==> config.mk <==
export PLATFORM = sky130hd
export DESIGN_NAME = sram_ctrl
export DESIGN_NICKNAME = d
export VERILOG_FILES = /design/src/rtl/sram_ctrl_pkg.sv /design/src/rtl/sram_ctrl.sv
export SDC_FILE = /design/constraint.sdc
export NUM_CORES = 1
export LEC_CHECK = 0
export BUFFER_PORTS_ARGS = -buffer_cell sky130_fd_sc_hd__buf_2
export CELL_PAD_IN_SITES_DETAIL_PLACEMENT = 1
export CELL_PAD_IN_SITES_GLOBAL_PLACEMENT = 2
export CORE_MARGIN = 1
export CORE_UTILIZATION = 20
export DETAILED_ROUTE_END_ITERATION = 16
export GPL_TIMING_DRIVEN = 0
export PLACE_DENSITY = 0.79
export SETUP_SLACK_MARGIN = 0.15
export SYNTH_ARGS = -nofsm -noshare
export SYNTH_HDL_FRONTEND = slang
export SYNTH_SLANG_ARGS = --single-unit
export TNS_END_PERCENT = 20
==> constraint.sdc <==
create_clock -name clk -period 1.81 [get_ports clk]
set_clock_uncertainty 0.05 [all_clocks]
set_input_delay 0.4525 -clock clk [delete_from_list [all_inputs] [get_ports clk]]
set_output_delay 0.4525 -clock clk [all_outputs]
set_load 0.005 [all_outputs]
==> src/rtl/sram_ctrl_pkg.sv <==
// sram_ctrl_pkg: shared bus widths and response-FSM state encoding for the SRAM responder.
//   ADDRBUS/DATABUS/DATADW : core address, data and byte-lane widths.
//   sram_st_e              : IDLE (nothing pending), RSP (data from macro), HOLD (data from hold register).
package sram_ctrl_pkg;
  localparam int ADDRBUS = 32;
  localparam int DATABUS = 32;
  localparam int DATADW  = 32;
  typedef enum logic [1:0] {
    SRAM_ST_IDLE = 2'd0,
    SRAM_ST_RSP  = 2'd1,
    SRAM_ST_HOLD = 2'd2
  } sram_st_e;
endpackage

==> src/rtl/sram_ctrl.sv <==
// sram_ctrl: responder for the SRAM cmd/rsp handshake, driving a 1-cycle-latency SRAM macro.
//   clk, rst (sync, active-low)
//   sram_cmd_*  : command channel from the arbiter (vld/rdy, byte addr, read, wdata, wmask)
//   sram_rsp_*  : in-order response channel (vld/rdy, err, rdata; rdata is 0 for writes/errors)
//   mem_*       : macro drive (ce, we, word addr, wdata, byte wem) and macro read data
// One response may be outstanding; a new command is taken the same cycle the
// pending response is consumed, so throughput is one per cycle.
module sram_ctrl
  import sram_ctrl_pkg::*;
#(
  parameter int                  MEM_AW    = 14,
  parameter logic [ADDRBUS-1:0]  BASE_ADDR = 32'h8000_0000
) (
  input  logic                clk,
  input  logic                rst,
  input  logic                sram_cmd_vld,
  output logic                sram_cmd_rdy,
  input  logic [ADDRBUS-1:0]  sram_cmd_addr,
  input  logic                sram_cmd_read,
  input  logic [DATABUS-1:0]  sram_cmd_wdata,
  input  logic [DATADW/8-1:0] sram_cmd_wmask,
  output logic                sram_rsp_vld,
  input  logic                sram_rsp_rdy,
  output logic                sram_rsp_err,
  output logic [DATABUS-1:0]  sram_rsp_rdata,
  output logic                mem_ce,
  output logic                mem_we,
  output logic [MEM_AW-1:0]   mem_addr,
  output logic [DATABUS-1:0]  mem_wdata,
  output logic [DATADW/8-1:0] mem_wem,
  input  logic [DATABUS-1:0]  mem_rdata
);
  sram_st_e           state_q, state_d;
  logic               rd_q, err_q;
  logic [DATABUS-1:0] hold_q;
  logic               acc, bad;
  // Outside the window or not word-aligned: answered with an error, macro untouched.
  assign bad = (sram_cmd_addr[ADDRBUS-1:MEM_AW+2] != BASE_ADDR[ADDRBUS-1:MEM_AW+2])
             | (sram_cmd_addr[1:0] != 2'b00);
  assign acc = sram_cmd_vld & sram_cmd_rdy;
  always_ff @(posedge clk) begin
    if (!rst) state_q <= SRAM_ST_IDLE;
    else      state_q <= state_d;
  end
  always_comb begin
    state_d = state_q;
    case (state_q)
      SRAM_ST_IDLE: state_d = acc ? SRAM_ST_RSP : SRAM_ST_IDLE;
      SRAM_ST_RSP:  state_d = sram_rsp_rdy ? (acc ? SRAM_ST_RSP : SRAM_ST_IDLE) : SRAM_ST_HOLD;
      SRAM_ST_HOLD: state_d = sram_rsp_rdy ? (acc ? SRAM_ST_RSP : SRAM_ST_IDLE) : SRAM_ST_HOLD;
      default:      state_d = SRAM_ST_IDLE;
    endcase
  end
  always_comb begin
    sram_cmd_rdy   = rst & ((state_q == SRAM_ST_IDLE) | sram_rsp_rdy);
    sram_rsp_vld   = (state_q != SRAM_ST_IDLE);
    sram_rsp_err   = err_q;
    sram_rsp_rdata = !rd_q ? '0 : (state_q == SRAM_ST_HOLD ? hold_q : mem_rdata);
    mem_ce         = acc & !bad;
    mem_we         = mem_ce & !sram_cmd_read;
    mem_addr       = sram_cmd_addr[MEM_AW+1:2];
    mem_wem        = sram_cmd_read ? '0 : sram_cmd_wmask;
    mem_wdata      = sram_cmd_wdata;
  end
  // The macro output is only valid for the cycle after the read, so a stalled
  // response snapshots it on the way into HOLD.
  always_ff @(posedge clk) begin
    if (!rst) begin
      rd_q   <= 1'b0;
      err_q  <= 1'b0;
      hold_q <= '0;
    end else begin
      if (acc) begin
        rd_q  <= sram_cmd_read & !bad;
        err_q <= bad;
      end
      if (state_q == SRAM_ST_RSP && !sram_rsp_rdy) hold_q <= mem_rdata;
    end
  end
endmodule

==> run_results.csv, run 1 <==
group,metric,value,unit
synth,main_combinational_cell_family_by_area_after_synthesis,"simple AND/OR/NAND/NOR gates",
clock_network,insertion_delay,0.27,ns
synth,yosys.area_share.simple,24.56,%
finish,antennaDiodeCount,0,
setup_path,stage_delay_of_the_slowest_cell_on_the_critical_path,0.33,ns
synth,async_reset_ff_share,0,%
synth,post-synth-top-count-cell,"sky130_fd_sc_hd__nand2_1",
synth,synthAdderAreaFrac,2.073,%
setup_path,setup.worst_path.start,"state_q[0]$_SDFF_PN0_",
synth,post_synth.cell_area_avg,8.242,µm²
outcome,violations,"DRC, setup timing",
timing,worst-slew-pin-transition,0.4121,ns
floorplanning,floorplan.rows,39,
setup_path,critPathMostFrequentCell,"sky130_fd_sc_hd__buf_12",
timing,worst_slack,-0.2255,ns
finish,layout-area-overhead-vs-synth,51.50,%
floorplanning,design.die.area,12520,µm²
routing,route.detailed.drc,15,
timing,finalSetupViolations,34,
floorplanning,initial_utilization,20.79,%
clock_network,cts.reportedPaths.clkPinSlew,0.06,ns
setup_path,regToRegSetupSlack,0.33,ns
clock_network,deepest_clock_path_buffer_count,2,
timing,max_clock_freq,0.4913,GHz
hold_path,hold-path-cell-count,2,
clock_network,cts_tree,"yes",
clock_network,clock-root-buffer,"sky130_fd_sc_hd__clkbuf_16",
timing,hold_violations,0,
synth,mappedNetlistArea,2415,µm²
synth,synth_top_flop_cell,"sky130_fd_sc_hd__dfxtp_1",
timing,timing.slew.headroom,72.53,%
setup_path,critical_r2r_launch,"state_q[0]$_SDFF_PN0_",
clock_network,cts_buffers,5,
routing,initialDrtViolationCount,37,
placed_design,cell_total_after_placement,580,
setup_path,critPathTopFamily,"buffers and inverters",
synth,ys_warn_count,0,
floorplanning,die_outline_width,111.9,µm
synth,yosys.area.top_type_share,29.84,%
routing,route.detailed.wl_per_inst,12.72,µm
setup_path,r2r.worst_path.cells,6,
timing,final_max_slew_viol_count,0,
synth,synthesis.instances,293,
finish,fillerInstances,1450,
timing,layout_worst_path_cycle_share,112.5,%
setup_path,start_kind,"flip-flop",
finish,area_occupied_by_multi_input_gates,1269,µm²
pwr,power_per_cell_area,588.9,nW/µm²
setup_path,crit_required,1.31,ns
finish,seq_area,723.2,µm²
synth,ys_seq_area_share,29.84,%
synth,yosys.cell_types.count,25,
synth,synth_compound_gate_area_share,11.61,%
placed_design,finalWeightedCongestion,0.7325,
finish,finalNonFillerCells,596,
routing,route.vias.total,2478,
finish,layout.nets,561,
setup_path,critical_path.slowest_cell,"sky130_fd_sc_hd__dfxtp_2",
synth,ys_top_cells_by_area,"sky130_fd_sc_hd__dfxtp_1 30%, sky130_fd_sc_hd__buf_4 15%, sky130_fd_sc_hd__mux2i_1 13%",
clock_network,holdBufCountCts,0,
floorplanning,die_h,111.9,µm
synth,post_synth_most_frequent_cells,"67 x sky130_fd_sc_hd__nand2_1, 49 x sky130_fd_sc_hd__buf_4, 37 x sky130_fd_sc_hd__nor2b_1",
global_route,grt_max_degree,11,
synth,yosys-mux-area-fraction,13.26,%
pwr,static-leakage-power,1.704,nW
hold_path,hold_path.startpoint,"sram_rsp_rdy",
timing,grt_setup_unrepaired,"true",
floorplanning,top_level_ports,192,
synth,synthXorXnorAreaFrac,0,%
timing,finalHoldWorstSlack,0.3681,ns
synth,synth_top_cell_by_area,"sky130_fd_sc_hd__dfxtp_1",
hold_path,min_delay_worst_endpoint,"state_q[1]$_SDFF_PN0_",
placed_design,io_buffers,144,
routing,routed_wirelength,7583,µm
setup_path,worst-setup-path-type,"reg -> out",
global_route,grt_use_total,12.40,%
outcome,status,"complete, but fails checks",
timing,layout_min_cycle_time,2.035,ns
finish,post_route_cells_drive_above_1_share,51.21,%
hold_path,min_path_type,"in -> reg",
global_route,overflow,0,
synth,yosys_register_bits,36,
clock_network,clock_tree.htree_level_count,2,
pwr,worst_vdd_ir,313.2,µV
setup_path,timing.critical_path.cells,"inv_2 > ha_4 > buf_12 > buf_12 > buf_16 > mux2i_1 > nor2b_1 > buf_2",
synth,number_of_enable_type_register_cells_in_the_synthesized_netlist,0,
run,max-cap-violations,0,
setup_path,critPathArrivalTime,1.53,ns
global_route,grt_antenna_before_repair,0,
routing,first_pass_iters,10,
clock_network,cts.sinks,36,
setup_path,rr_endpoint,"hold_q[20]$_SDFFE_PN0P_",
setup_path,critPathBufInv,5,
setup_path,end_kind,"primary output",
floorplanning,core_area,11610,µm²
synth,synth_nets,402,
global_route,grt_first_pass_wirelength,12320,µm
global_route,first_global_vias,2574,
setup_path,path_max_fanout,7,
routing,postRouteAntennaNets,0,
placed_design,hpwl,6026,µm
routing,routed_via_density,4.158,
==> cell type report <==
type / instances / share of cell area (%)
multi-input combinational: 189 / 34.68
timing repair buffer: 152 / 22.78
sequential: 36 / 19.77
buffer: 64 / 13.47
tap: 143 / 4.891
clock buffer: 8 / 4.001
inverter: 4 / 0.4104
==> registers in the layout, indices dropped and copies added (netlist names) <==
signal	flops
hold_q	32
state_q	2
rd_q	1
sram_rsp_err	1
==> timing repair <==
| action | 4_1_cts | 5_1_grt |
|---|---|---|
| setup endpoints to repair | 37 | 36 |
| resized for setup | 24 | 2 |
| buffers inserted | 6 | 0 |
| gates cloned | 2 | 0 |
| pin swaps | 2 | 0 |
==> cell families (layout without fill, tap and decap cells) <==
kind of cell | after synthesis | after routing
AND/OR/NAND/NOR | 117 | 117
buffers and inverters | 68 | 228
AO/OA/AOI/OAI | 36 | 36
flip-flops | 36 | 36
multiplexers | 32 | 32
adder cells (fa/ha/maj) | 4 | 4
==> layer usage <==
metal  global-route usage, %  routed length [µm]
met5                       0                   0
met4                   3.153                  70
met3                   2.776                 552
met2                   24.18                4024
met1                   13.27                2936
==> where the power goes <==
group / switching [W] / internal (W) / leakage [nW] / total, W
Combinational: 0.000179 / 0.000254 / 1.34 / 0.000433
Sequential: 0.0000150 / 0.000822 / 0.293 / 0.000837
Clock: 0.000335 / 0.000550 / 0.0712 / 0.000884
Total: 0.000528 / 0.00163 / 1.70 / 0.00215
==> cell usage in the layout, fill, tap and decap left out, types with 3 or more instances in the layout <==
cell type and instances:
sky130_fd_sc_hd__dfxtp_1 34, sky130_fd_sc_hd__nand2_1 67, sky130_fd_sc_hd__buf_12 5, sky130_fd_sc_hd__nor2b_1 37, sky130_fd_sc_hd__clkbuf_2 4, sky130_fd_sc_hd__clkbuf_1 4
sky130_fd_sc_hd__buf_4 51, sky130_fd_sc_hd__a21boi_0 9, sky130_fd_sc_hd__mux2i_1 31, sky130_fd_sc_hd__clkbuf_16 5, sky130_fd_sc_hd__inv_1 3, sky130_fd_sc_hd__buf_2 152
sky130_fd_sc_hd__a21boi_1 23
==> how the worst max path moves through the flow <==
stage / endpoint / slack, ns / cells past startpoint
final: sram_rsp_rdata[12] / -0.23 / 8
after global placement: mem_ce / -0.13 / 5
after global routing: sram_rsp_rdata[14] / -0.32 / 8
after floorplan: mem_ce / 0.14 / 4
after CTS: sram_rsp_rdata[15] / -0.24 / 8
after detailed placement: mem_ce / -0.17 / 5
==> through the flow <==
stage	setup TNS, ns	area, µm²	worst slack (ns)	utilization [%]	total power, W
2_1_floorplan	0	2421	0.1419	-	0.001075
6_report	-5.165	3659	-0.2255	31.50	0.002155
4_1_cts	-5.922	3652	-0.2436	31.45	0.002201
3_5_place_dp	-2.278	3321	-0.1658	28.59	0.001257
3_3_place_gp	-1.910	3321	-0.1328	28.59	0.001245
5_1_grt	-7.917	3659	-0.3199	31.50	0.002277
(Power assumes the default switching activity.)
==> run 2, diff against run 1 <==
==> constraint.sdc (replaced) <==
create_clock -name clk -period 1.81 [get_ports clk]
set_clock_uncertainty 0.05 [all_clocks]
set_input_delay 0.181 -clock clk [delete_from_list [all_inputs] [get_ports clk]]
set_output_delay 0.181 -clock clk [all_outputs]
set_load 0.005 [all_outputs]
==> run 2 against run 1 <==
The run ends with DRC left. Non-clock buffer count did not move. Cell area grew 0.34%. Combinational power barely moved. Core utilization up 0.11 points. Register-to-register slack worse by 0.14 ns. Die area is the same. Flip-flop and latch count unchanged. Sequential share of layout area barely moved. Worst hold slack worse by 0.28 ns. Via count decreased by 0.73%. Count of clock-buffer cells in the layout fell by 3. Critical path type unchanged. Critical endpoint is now sram_rsp_rdata[15]. Largest power group unchanged.
==> run_results.csv, run 2 (synthesized netlist as in run 1, its figures left out) <==
group,metric,value,unit
outcome,status,"complete, but fails checks",
outcome,violations,"DRC",
placed_design,post-place-ws,0.08006,ns
clock_network,insertion_delay,0.28,ns
finish,top_register_by_number_of_flip_flops,"hold_q",
clock_network,clock_tree.htree_level_count,2,
floorplanning,die_outline_width,111.9,µm
placed_design,io_buffers,144,
floorplanning,design.die.area,12520,µm²
setup_path,critPathArrivalTime,1.53,ns
global_route,overflow,0,
pwr,finalPower,0.002270,W
placed_design,hpwl,5930,µm
timing,finalHoldWorstSlack,0.09188,ns
finish,layout.nets,561,
finish,largest_reg_flops,32,
finish,layout-area-overhead-vs-synth,52.02,%
finish,seq_area,725.7,µm²
clock_network,cts_tree,"yes",
global_route,grt_antenna_before_repair,0,
timing,layout_worst_path_cycle_share,97.19,%
clock_network,deepest_clock_path_buffer_count,2,
clock_network,clock-root-buffer,"sky130_fd_sc_hd__clkbuf_16",
finish,area_occupied_by_multi_input_gates,1284,µm²
timing,worst_slack,0.05095,ns
setup_path,stage_delay_of_the_slowest_cell_on_the_critical_path,0.35,ns
pwr,static-leakage-power,1.704,nW
routing,routed_via_density,4.128,
setup_path,timing.critical_path.cells,"inv_4 > ha_4 > buf_12 > buf_12 > mux2i_1 > nor2b_1 > buf_2",
setup_path,start_kind,"flip-flop",
clock_network,cts_buffers,5,
routing,route.detailed.wl_per_inst,12.97,µm
finish,fraction_of_the_core_area_covered_by_cells_at_the_end_of_the_flow,31.61,%
setup_path,worst-setup-path-type,"reg -> out",
timing,timing.slew.headroom,71.80,%
clock_network,cts.sinks,36,
placed_design,finalWeightedCongestion,0.6639,
setup_path,end_kind,"primary output",
finish,post_route_cells_drive_above_1_share,51.21,%
floorplanning,die_h,111.9,µm
routing,routed_wirelength,7733,µm
finish,layout_top_registers,"hold_q (32), state_q (2)",
timing,hold_violations,0,
timing,tns,0,ns
routing,first_pass_iters,12,
run,max-cap-violations,0,
setup_path,crit_required,1.58,ns
setup_path,path_max_fanout,10,
pwr,worst_vdd_ir,304.2,µV
timing,worst-slew-pin-transition,0.4229,ns
clock_network,cts.reportedPaths.clkPinSlew,0.06,ns
pwr,power_per_cell_area,618.3,nW/µm²
finish,mostFrequentLayoutCells,"152 x sky130_fd_sc_hd__buf_2, 67 x sky130_fd_sc_hd__nand2_1, 52 x sky130_fd_sc_hd__buf_4",
routing,route.vias.total,2460,
routing,postRouteAntennaNets,0,
timing,final_max_slew_viol_count,0,
finish,mostFrequentLayoutCell,"sky130_fd_sc_hd__buf_2",
routing,route.detailed.drc,10,
hold_path,min_path_type,"in -> reg",
floorplanning,initial_utilization,20.79,%
routing,initialDrtViolationCount,39,
clock_network,holdBufCountCts,0,
timing,max_clock_freq,0.5685,GHz
timing,finalSetupViolations,0,
global_route,grt_max_degree,13,
setup_path,critPathMostFrequentCell,"sky130_fd_sc_hd__buf_12",
global_route,grt_use_total,12.05,%
global_route,grt_first_pass_wirelength,11940,µm
finish,antennaDiodeCount,0,
floorplanning,core_area,11610,µm²
finish,fillerInstances,1439,
floorplanning,floorplan.rows,39,
setup_path,critical_path.slowest_cell,"sky130_fd_sc_hd__dfxtp_2",
timing,grt_setup_unrepaired,"true",
floorplanning,top_level_ports,192,
timing,layout_min_cycle_time,1.759,ns
global_route,first_global_vias,2442,
-- run 2: area by class of cell --
type	count	share of cell area [%]
multi-input cells	189	34.97
repair buffers	152	21.92
flip-flops and latches	36	19.77
plain buffers	64	13.36
well taps	143	4.874
clock buffers	5	3.408
clock inverters	3	1.159
inverters	4	0.5453
-- run 2: through the flow --
stage,cell area [µm²],instances
6_report,3671,596
3_3_place_gp,3314,580
3_5_place_dp,3314,580
5_1_grt,3671,596
2_1_floorplan,2415,293
4_1_cts,3633,594
-- run 2: routing by layer --
metal  up-vias  track usage [%]  wire length, µm
met2        92            23.23             4148
met5         -                0                0
met3         2            2.395              429
li1       1227                -                -
met4         0            2.162               25
met1      1139            13.63             3129
-- run 2: timing repair --
action,CTS,global route
gates cloned,1,0
resized for setup,23,8
pin swaps,1,1
buffers inserted,5,2
endpoints found under the setup margin,34,34
-- run 2: worst paths after layout --
check                                               end  slack (ns)  cells after the start                     from
worst max-delay path                 sram_rsp_rdata[15]        0.05                      7    state_q[0]$_SDFF_PN0_
worst max register to register  hold_q[11]$_SDFFE_PN0P_        0.19                      8    state_q[1]$_SDFF_PN0_
worst min register to register  hold_q[30]$_SDFFE_PN0P_        0.40                      2  hold_q[30]$_SDFFE_PN0P_
worst min-delay path            hold_q[13]$_SDFFE_PN0P_        0.09                      3            mem_rdata[13]
-- run 2: power breakdown --
part,internal (W),switching [W]
Clock,0.000647,0.000352
Sequential,0.000821,0.0000158
Combinational,0.000253,0.000180
-- run 2: worst max-delay path, delay by kind of cell, from the launching register on --
kind | cells | cell delay [ns]
multiplexers | 1 | 0.11
flip-flops | 1 | 0.35
buffers and inverters | 4 | 0.48
AND/OR/NAND/NOR | 1 | 0.15
adder cells (fa/ha/maj) | 1 | 0.16
